==> src/rtl/uart_cmd_framer_if.sv <==
// Byte-stream and command-handshake bundle between the UART receiver,
// the packet framer and the downstream command consumer.
interface uart_cmd_framer_if #(
    parameter int unsigned MAX_LEN = 8
);
    logic                   i_rx_dv;
    logic [7:0]             i_rx_byte;
    logic                   o_cmd_valid;
    logic                   i_cmd_ready;
    logic [7:0]             o_cmd;
    logic [7:0]             o_len;
    logic [8*MAX_LEN-1:0]   o_payload;
    logic                   o_err;
    logic [2:0]             o_err_code;

    modport master (
        output i_rx_dv, i_rx_byte, i_cmd_ready,
        input  o_cmd_valid, o_cmd, o_len, o_payload, o_err, o_err_code
    );

    modport slave (
        input  i_rx_dv, i_rx_byte, i_cmd_ready,
        output o_cmd_valid, o_cmd, o_len, o_payload, o_err, o_err_code
    );
endinterface

==> src/rtl/uart_cmd_framer.sv <==
// Sync-hunting packet framer: assembles SYNC/CMD/LEN/payload/CHK packets,
// checks the XOR checksum and inter-byte timeout, hands packets off via valid/ready.
module uart_cmd_framer #(
    parameter int unsigned CLKS_PER_BIT = 434,
    parameter int unsigned MAX_LEN      = 8,
    parameter int unsigned TIMEOUT_CLKS = CLKS_PER_BIT * 40,
    parameter logic [7:0]  SYNC_BYTE    = 8'hA5
) (
    input logic              clk,
    input logic              rst_n,
    uart_cmd_framer_if.slave bus
);
    localparam int unsigned TW        = (TIMEOUT_CLKS > 2) ? $clog2(TIMEOUT_CLKS) : 1;
    localparam logic [TW-1:0] TO_LAST = TW'(TIMEOUT_CLKS - 2);
    localparam logic [7:0] MAX_LEN_B  = 8'(MAX_LEN);

    localparam logic [2:0] ERR_LEN     = 3'd1;
    localparam logic [2:0] ERR_CHK     = 3'd2;
    localparam logic [2:0] ERR_TIMEOUT = 3'd3;
    localparam logic [2:0] ERR_OVERRUN = 3'd4;

    typedef enum logic [2:0] {
        ST_HUNT,
        ST_CMD,
        ST_LEN,
        ST_PAYLOAD,
        ST_CHECK,
        ST_DELIVER
    } state_t;

    state_t               state_q, state_d;
    logic [7:0]           cmd_q, cmd_d;
    logic [7:0]           len_q, len_d;
    logic [8*MAX_LEN-1:0] payload_q, payload_d;
    logic [7:0]           xor_q, xor_d;
    logic [7:0]           idx_q, idx_d;
    logic [TW-1:0]        timer_q, timer_d;
    logic                 valid_q, valid_d;
    logic                 err_q, err_d;
    logic [2:0]           code_q, code_d;

    logic       dv;
    logic [7:0] rx;
    logic       in_pkt;

    assign dv     = bus.i_rx_dv;
    assign rx     = bus.i_rx_byte;
    assign in_pkt = (state_q == ST_CMD) || (state_q == ST_LEN) ||
                    (state_q == ST_PAYLOAD) || (state_q == ST_CHECK);

    always_ff @(posedge clk or negedge rst_n) begin
        if (!rst_n) begin
            state_q   <= ST_HUNT;
            cmd_q     <= '0;
            len_q     <= '0;
            payload_q <= '0;
            xor_q     <= '0;
            idx_q     <= '0;
            timer_q   <= '0;
            valid_q   <= 1'b0;
            err_q     <= 1'b0;
            code_q    <= '0;
        end else begin
            state_q   <= state_d;
            cmd_q     <= cmd_d;
            len_q     <= len_d;
            payload_q <= payload_d;
            xor_q     <= xor_d;
            idx_q     <= idx_d;
            timer_q   <= timer_d;
            valid_q   <= valid_d;
            err_q     <= err_d;
            code_q    <= code_d;
        end
    end

    always_comb begin
        state_d   = state_q;
        cmd_d     = cmd_q;
        len_d     = len_q;
        payload_d = payload_q;
        xor_d     = xor_q;
        idx_d     = idx_q;
        timer_d   = timer_q;
        err_d     = 1'b0;
        code_d    = code_q;

        // Timeout is flagged one cycle early so the registered pulse lands
        // exactly TIMEOUT_CLKS cycles after the last byte strobe.
        if (in_pkt) begin
            if (dv) begin
                timer_d = '0;
            end else if (timer_q == TO_LAST) begin
                err_d   = 1'b1;
                code_d  = ERR_TIMEOUT;
                state_d = ST_HUNT;
                timer_d = '0;
            end else begin
                timer_d = timer_q + 1'b1;
            end
        end

        case (state_q)
            ST_HUNT: begin
                if (dv && rx == SYNC_BYTE) begin
                    state_d   = ST_CMD;
                    payload_d = '0;
                    xor_d     = '0;
                    timer_d   = '0;
                end
            end
            ST_CMD: begin
                if (dv) begin
                    cmd_d   = rx;
                    xor_d   = xor_q ^ rx;
                    state_d = ST_LEN;
                end
            end
            ST_LEN: begin
                if (dv) begin
                    len_d = rx;
                    xor_d = xor_q ^ rx;
                    if (rx > MAX_LEN_B) begin
                        err_d   = 1'b1;
                        code_d  = ERR_LEN;
                        state_d = ST_HUNT;
                    end else if (rx == 8'd0) begin
                        state_d = ST_CHECK;
                    end else begin
                        idx_d   = '0;
                        state_d = ST_PAYLOAD;
                    end
                end
            end
            ST_PAYLOAD: begin
                if (dv) begin
                    for (int unsigned k = 0; k < MAX_LEN; k++) begin
                        if (idx_q == 8'(k)) begin
                            payload_d[k*8 +: 8] = rx;
                        end
                    end
                    xor_d = xor_q ^ rx;
                    if (idx_q == len_q - 8'd1) begin
                        state_d = ST_CHECK;
                    end else begin
                        idx_d = idx_q + 8'd1;
                    end
                end
            end
            ST_CHECK: begin
                if (dv) begin
                    if (rx == xor_q) begin
                        state_d = ST_DELIVER;
                    end else begin
                        err_d   = 1'b1;
                        code_d  = ERR_CHK;
                        state_d = ST_HUNT;
                    end
                end
            end
            ST_DELIVER: begin
                // A byte coinciding with acceptance is treated as if already hunting.
                if (bus.i_cmd_ready) begin
                    state_d = ST_HUNT;
                    if (dv && rx == SYNC_BYTE) begin
                        state_d   = ST_CMD;
                        payload_d = '0;
                        xor_d     = '0;
                        timer_d   = '0;
                    end
                end else if (dv) begin
                    err_d  = 1'b1;
                    code_d = ERR_OVERRUN;
                end
            end
            default: state_d = ST_HUNT;
        endcase

        valid_d = (state_d == ST_DELIVER);
    end

    assign bus.o_cmd_valid = valid_q;
    assign bus.o_cmd       = cmd_q;
    assign bus.o_len       = len_q;
    assign bus.o_payload   = payload_q;
    assign bus.o_err       = err_q;
    assign bus.o_err_code  = code_q;
endmodule

==> src/flat_wrapper.sv <==
// flat-port wrapper written by rule: the top's interface ports become plain ports
module uart_cmd_framer_flat 
#(
    parameter int unsigned CLKS_PER_BIT = 434,
    parameter int unsigned MAX_LEN      = 8,
    parameter int unsigned TIMEOUT_CLKS = CLKS_PER_BIT * 40,
    parameter logic [7:0]  SYNC_BYTE    = 8'hA5
)
  (clk, rst_n, bus_i_rx_dv, bus_i_rx_byte, bus_i_cmd_ready, bus_o_cmd_valid, bus_o_cmd, bus_o_len, bus_o_payload, bus_o_err, bus_o_err_code);
  uart_cmd_framer_if #(.MAX_LEN(MAX_LEN)) bus_i ();
  input logic clk;
  input logic rst_n;
  input wire logic [$bits(bus_i.i_rx_dv)-1:0] bus_i_rx_dv;
  input wire logic [$bits(bus_i.i_rx_byte)-1:0] bus_i_rx_byte;
  input wire logic [$bits(bus_i.i_cmd_ready)-1:0] bus_i_cmd_ready;
  output wire logic [$bits(bus_i.o_cmd_valid)-1:0] bus_o_cmd_valid;
  output wire logic [$bits(bus_i.o_cmd)-1:0] bus_o_cmd;
  output wire logic [$bits(bus_i.o_len)-1:0] bus_o_len;
  output wire logic [$bits(bus_i.o_payload)-1:0] bus_o_payload;
  output wire logic [$bits(bus_i.o_err)-1:0] bus_o_err;
  output wire logic [$bits(bus_i.o_err_code)-1:0] bus_o_err_code;
  assign bus_i.i_rx_dv = bus_i_rx_dv;
  assign bus_i.i_rx_byte = bus_i_rx_byte;
  assign bus_i.i_cmd_ready = bus_i_cmd_ready;
  assign bus_o_cmd_valid = bus_i.o_cmd_valid;
  assign bus_o_cmd = bus_i.o_cmd;
  assign bus_o_len = bus_i.o_len;
  assign bus_o_payload = bus_i.o_payload;
  assign bus_o_err = bus_i.o_err;
  assign bus_o_err_code = bus_i.o_err_code;
  uart_cmd_framer #(.CLKS_PER_BIT(CLKS_PER_BIT), .MAX_LEN(MAX_LEN), .TIMEOUT_CLKS(TIMEOUT_CLKS), .SYNC_BYTE(SYNC_BYTE)) u_core (.clk(clk), .rst_n(rst_n), .bus(bus_i));
endmodule
==> config.mk <==
export PLATFORM = sky130hd
export DESIGN_NAME = uart_cmd_framer_flat
export DESIGN_NICKNAME = d
export VERILOG_FILES = /design/src/rtl/uart_cmd_framer_if.sv /design/src/rtl/uart_cmd_framer.sv /design/src/flat_wrapper.sv
export SDC_FILE = /design/constraint.sdc
export NUM_CORES = 1
export LEC_CHECK = 0
export BUFFER_PORTS_ARGS = -buffer_cell sky130_fd_sc_hd__clkbuf_2
export CAP_MARGIN = 40
export CORE_ASPECT_RATIO = 0.6
export CORE_MARGIN = 2
export CORE_UTILIZATION = 35
export DETAILED_ROUTE_END_ITERATION = 10
export PLACE_DENSITY_LB_ADDON = 0.05
export SYNTH_ARGS = -nofsm -noshare
export SYNTH_HDL_FRONTEND = slang
export SYNTH_SLANG_ARGS = --single-unit
==> constraint.sdc <==
create_clock -name clk -period 2.6 [get_ports clk]
set_clock_uncertainty 0.1 [all_clocks]
set_input_delay 0.39 -clock clk [delete_from_list [all_inputs] [get_ports clk]]
set_output_delay 0.39 -clock clk [all_outputs]
set_load 0.03 [all_outputs]
; ---- After elaboration in Yosys (flattened, before gate mapping)
; Index checks and enable logic that the tools add are counted.
[word_totals]
register_bits = 119
out_inout_bits = 85
elab_cells = 140
input_bits = 12
[op_classes]
add_sub_neg = 3
n_reduce_logical = 23
magnitude_cmp = 1
eq_ne = 32
n_bitwise = 1
n_mux = 63
[ops]
columns = cell, n
row1 = 2-to-1 mux 64 bit, 3
row2 = one-hot mux 64 bit (3 select lines), 1
row3 = 2-to-1 mux 8 bit, 16
row4 = 2-to-1 mux 15 bit, 5
row5 = 2-to-1 mux 3 bit, 22
row6 = "equality test 8 x 3 -> 1 bit, second input constant", 4
row7 = AND reduction 4 bit, 8
row8 = one-hot mux 15 bit (2 select lines), 1
row9 = "!= test 2 bit, second input constant", 14
row10 = one-hot mux 8 bit (3 select lines), 1
row11 = one-hot mux 3 bit (6 select lines), 1
row12 = "equality test 8 x 2 -> 1 bit, second input constant", 2
row13 = equality test 8 bit, 2
row14 = logical NOT 8 bit, 2
row15 = one-hot mux 8 bit (2 select lines), 1
row16 = "adder 15 x 1 -> 15 bit, second input constant", 1
row17 = "equality test 15 bit, second input constant", 1
row18 = 2-to-1 mux 1 bit, 10
row19 = "equality test 3 bit, second input constant", 3
row20 = one-hot mux 3 bit (3 select lines), 1
row21 = "adder 8 x 1 -> 8 bit, second input constant", 1
row22 = "equality test 8 x 1 -> 1 bit, second input constant", 1
row23 = "equality test 8 bit, second input constant", 1
row24 = "greater-than comparator 8 x 4 -> 1 bit, second input constant", 1
row25 = 15 further kinds, 20

; ---- Logic depth before layout (Yosys ltp)
[logic_depth]
ltp_word = 9
mapped_depth = 8
ltp_nobuf = 8

; ---- Worst setup path before layout
; No wires, ideal clock.
[synth_path]
path_type = reg-to-reg
from = register u_core.len_q[0] (netlist: u_core.bus.o_len[0])
to = register u_core.idx_q[4]
setup_ns = 0.077
setup_slack_ns = 0.019
period_less_slack_ns = 2.581
path_buffers = 0
t_arrival_ns = 2.404
t_required_ns = 2.423
path_stages_with_launch = 9
path_cell_list = dfrtp_1 > inv_1 > ha_1 > or3b_1 > o31a_1 > o2111ai_1 > a211oi_4 > or4_1 > o21ai_1
[synth_via]
elab_chain_cells = 4
[synth_rtl]
columns = element, line
row1 = "start, declared", uart_cmd_framer.sv:33  ; logic [7:0] len_q, len_d;
row2 = "start signal, assigned", uart_cmd_framer.sv:66  ; len_q <= len_d;
row3 = subtractor 8 x 1 -> 8 bit, uart_cmd_framer.sv:143  ; if (idx_q == len_q - 8'd1) begin
row4 = equality test 8 bit, uart_cmd_framer.sv:143
row5 = != test 2 bit (no source line), n/a
row6 = AND reduction 6 bit (no source line), n/a
row7 = "end signal, assigned", uart_cmd_framer.sv:69  ; idx_q <= idx_d;
row8 = "end, declared", uart_cmd_framer.sv:36  ; logic [7:0] idx_q, idx_d;
; Every way passes these cells.
; A chain may end at the register's enable or synchronous reset.

; ---- Worst setup path after layout
[layout_path]
from = register u_core.len_q[1] (netlist: u_core.bus.o_len[1])
to = register u_core.idx_q[4]
; Same word-level chain as after synthesis.

==> impl_metrics.ini <==
[yosys]
postSynthAreaPerCell_um2 = 11.5
synth_compound_area_frac = 0.100
ys.flop_type = dfrtp_1
synth_fa_ha_area_frac = 0.0152
synth_most_common_cell = dfrtp_1
yosys.area_share.simple = 0.146
synth_top_area_frac = 0.516
synthMuxAreaShare = 0.154
synth_edf_count = 0
synth_common_cells = dfrtp_1, mux2_2, nor2_1
postSynthCellCount = 502
synth_nets = 521
postSynth.asyncResetShare = 1.00
synthTopCellsByArea = dfrtp_1, mux2_2, xor2_1, nor2_1, nand2_1
synth_area_um2 = 5770
synth_top_family_by_area = multiplexers
seq_area_frac_synth = 0.516
synth_largest_area_cell = dfrtp_1
ys_ff_latch = 119
synth_xor_xnor_area_share = 0.0425
yosysWarnings = 0
ys_types = 61

[setup_path]
required_ps = 2840
path_class = flop to flop
rrSetupSlack_ps = -10
cp.arrival_ps = 2850
rr_startpoint = u_core.bus.o_len[1]
cp_max_fo = 5
start_kind = flop
worstPathCellList = inv_2 -> ha_4 -> or3b_4 -> o31a_1 -> o2111ai_4 -> a211oi_4 -> buf_4 -> or4_4 -> o21ai_1
endpoint_kind = flop
cpLargestDelayFamily = simple AND/OR/NAND/NOR gates
cp_num_buf_inv = 2
slowest_stage = or4_4
max_stage_delay_ps = 500
timing.rr.end = u_core.idx_q[4]
reg2reg_depth = 9

[placement]
post_dp_cell_area_um2 = 6780
place_ws_ps = -1.99
place_congestion = 0.809
place_inst = 815
io_buffers = 96
hpwl_mm = 11.5

[sta]
rsz0062_at_grt = yes
hold_viol = 0
fmax_mhz = 383
setup_ws_ps = -10.1
max_slew_margin = 0.443
period_share = 1.00
fin_crit_ps = 2610
final_max_slew_viol_count = 0
fin_tns_setup_ps = -10.1
tightest_slew_ps = 827
timing.hold.ws_ps = 240
setup_viol = 1

[hold_path]
hold_start = bus_i_rx_byte[1]
min_to = u_core.bus.o_len[1]
holdPathStages = 3
worst_hold_path_type = input port to flop

[grt]
grt_pass1_vias = 4324
grt_overflow = 0
grt_max_degree = 49
track_usage = 0.187
grt_pass1_wl_mm = 24.7
antenna_found_initial = 0

[routing]
vias_per_cell = 5.14
via_count = 4386
route.met2.wl_mm = 6.53
maxUsedRoutingLayer = met4
drt-met1-wl_mm = 8.52
ant_nets = 0
avgRoutedWirePerCell_um = 18.5
firstDrtPassIters = 4
drt-initial-drc-count = 341
wl_mm = 15.8
drc = 0
route.met3.wl_um = 680

[cts]
root_buffer = clkbuf_16
clkLatencyLatePin_ps = 410
path_clk_slew_ps = 60
cts_max_level = 4
clock_tree.buffer_depth = 2
cts_sinks = 119
cts_buffers = 17
cts_tree = yes

[die]
die_h_um = 103
row_count = 36
design.die.area_um2 = 17600
core_um2 = 16200
chipWidth_um = 170
start_util = 0.357
ioPinCount = 97

[layout]
fin_area_um2 = 7510
nets = 651
fillers = 1517
finalNonFillerCells = 854
areaGrowthSynthToFinish_pct = 30.3
drive_gt1_frac = 0.423
fin_util = 0.465
antenna_cells = 0

[power_and_ir_drop]
total_leakage_power_nw = 3.65
finalPower_mw = 5.16
p_per_area_nw_per_um2 = 687
peakVddDrop_v = 0.000354

[outcome]
violations = setup timing
status = finished, violations left

[run]
cap_viol_max_count = 0
==> timing repair <==
action / CTS / global route
setup endpoints to repair: 2 / 10
buffers inserted: 0 / 6
gates resized for setup: 1 / 15
hold endpoints to repair: 33 / 0
hold buffers: 1 / 0
pin swaps: 1 / 6
==> layer usage <==
metal,GRT usage,vias to the layer above
met3,0.0434,8
li1,-,2069
met4,0.0467,0
met2,0.254,91
met1,0.295,2218
met5,0,-
==> how the worst max path moves through the flow <==
stage               cells past startpoint  slack [ps]                 from              end
floorplan                               8          20  u_core.bus.o_len[0]  u_core.idx_q[4]
global placement                        8          80  u_core.bus.o_len[1]  u_core.idx_q[4]
detailed placement                      8          -2  u_core.bus.o_len[1]  u_core.idx_q[4]
CTS                                     7          20  u_core.bus.o_len[0]  u_core.idx_q[0]
global route                            9         -70  u_core.bus.o_len[1]  u_core.idx_q[4]
finish                                  9         -10  u_core.bus.o_len[1]  u_core.idx_q[4]
==> kinds of logic (layout without fill, tap and decap cells) <==
kind of cell,count (synthesis),after routing
AOI/OAI and AO/OA,81,81
xor gates and xnor gates,28,28
adders and majority gates,7,7
buffers and inverters,38,181
DFF,119,119
muxes,79,79
and+or+nand+nor,150,150
==> tightest hold or removal path, cell delays in order <==
cell and delay [ps]:
clkbuf_2 160, nand2_1 80, o21ai_0 80
==> area by class of cell <==
class / instances / area [um2] / share of cell area
Clock buffer: 17 / 425 / 0.0566
Clock inverter: 15 / 184 / 0.0245
Inverter: 10 / 37.5 / 0.00500
Multi-Input combinational cell: 345 / 2720 / 0.362
Sequential cell: 119 / 2980 / 0.396
Tap cell: 209 / 262 / 0.0348
Timing Repair Buffer: 139 / 908 / 0.121
==> flip-flops by register name, summed over array words and instances (netlist names), 3 cells and up <==
name                   flops
u_core.bus.o_cmd           8
u_core.idx_q               8
u_core.bus.o_payload      64
u_core.timer_q            15
u_core.bus.o_len           8
u_core.bus.o_err_code      3
u_core.state_q             3
u_core.xor_q               8
==> power breakdown <==
group | total [mW] | switching, mW | internal, mW | leakage [nW]
logic | 0.589 | 0.350 | 0.239 | 1.76
clock network | 2.45 | 0.991 | 1.46 | 0.295
registers | 2.12 | 0.134 | 1.99 | 1.59
==> cell usage in the layout, fill, tap and decap left out, types with 5 or more instances in the layout <==
cell type / count
o21ai_0: 21
clkbuf_2: 95
nor2_1: 32
dfrtp_1: 119
nand2b_1: 7
nor3_1: 8
a21oi_2: 9
inv_8: 5
inv_1: 8
mux2_2: 76
xnor2_1: 8
nand2_1: 29
and3_1: 11
clkbuf_16: 17
ha_1: 6
nor2b_1: 9
buf_4: 35
xor2_1: 20
a22o_1: 9
nand3_1: 9
o211ai_1: 5
a21oi_1: 11
inv_6: 5
nand4_1: 5
buf_12: 8
nor4_1: 8
Note: power is estimated with default switching activity, not from simulation.
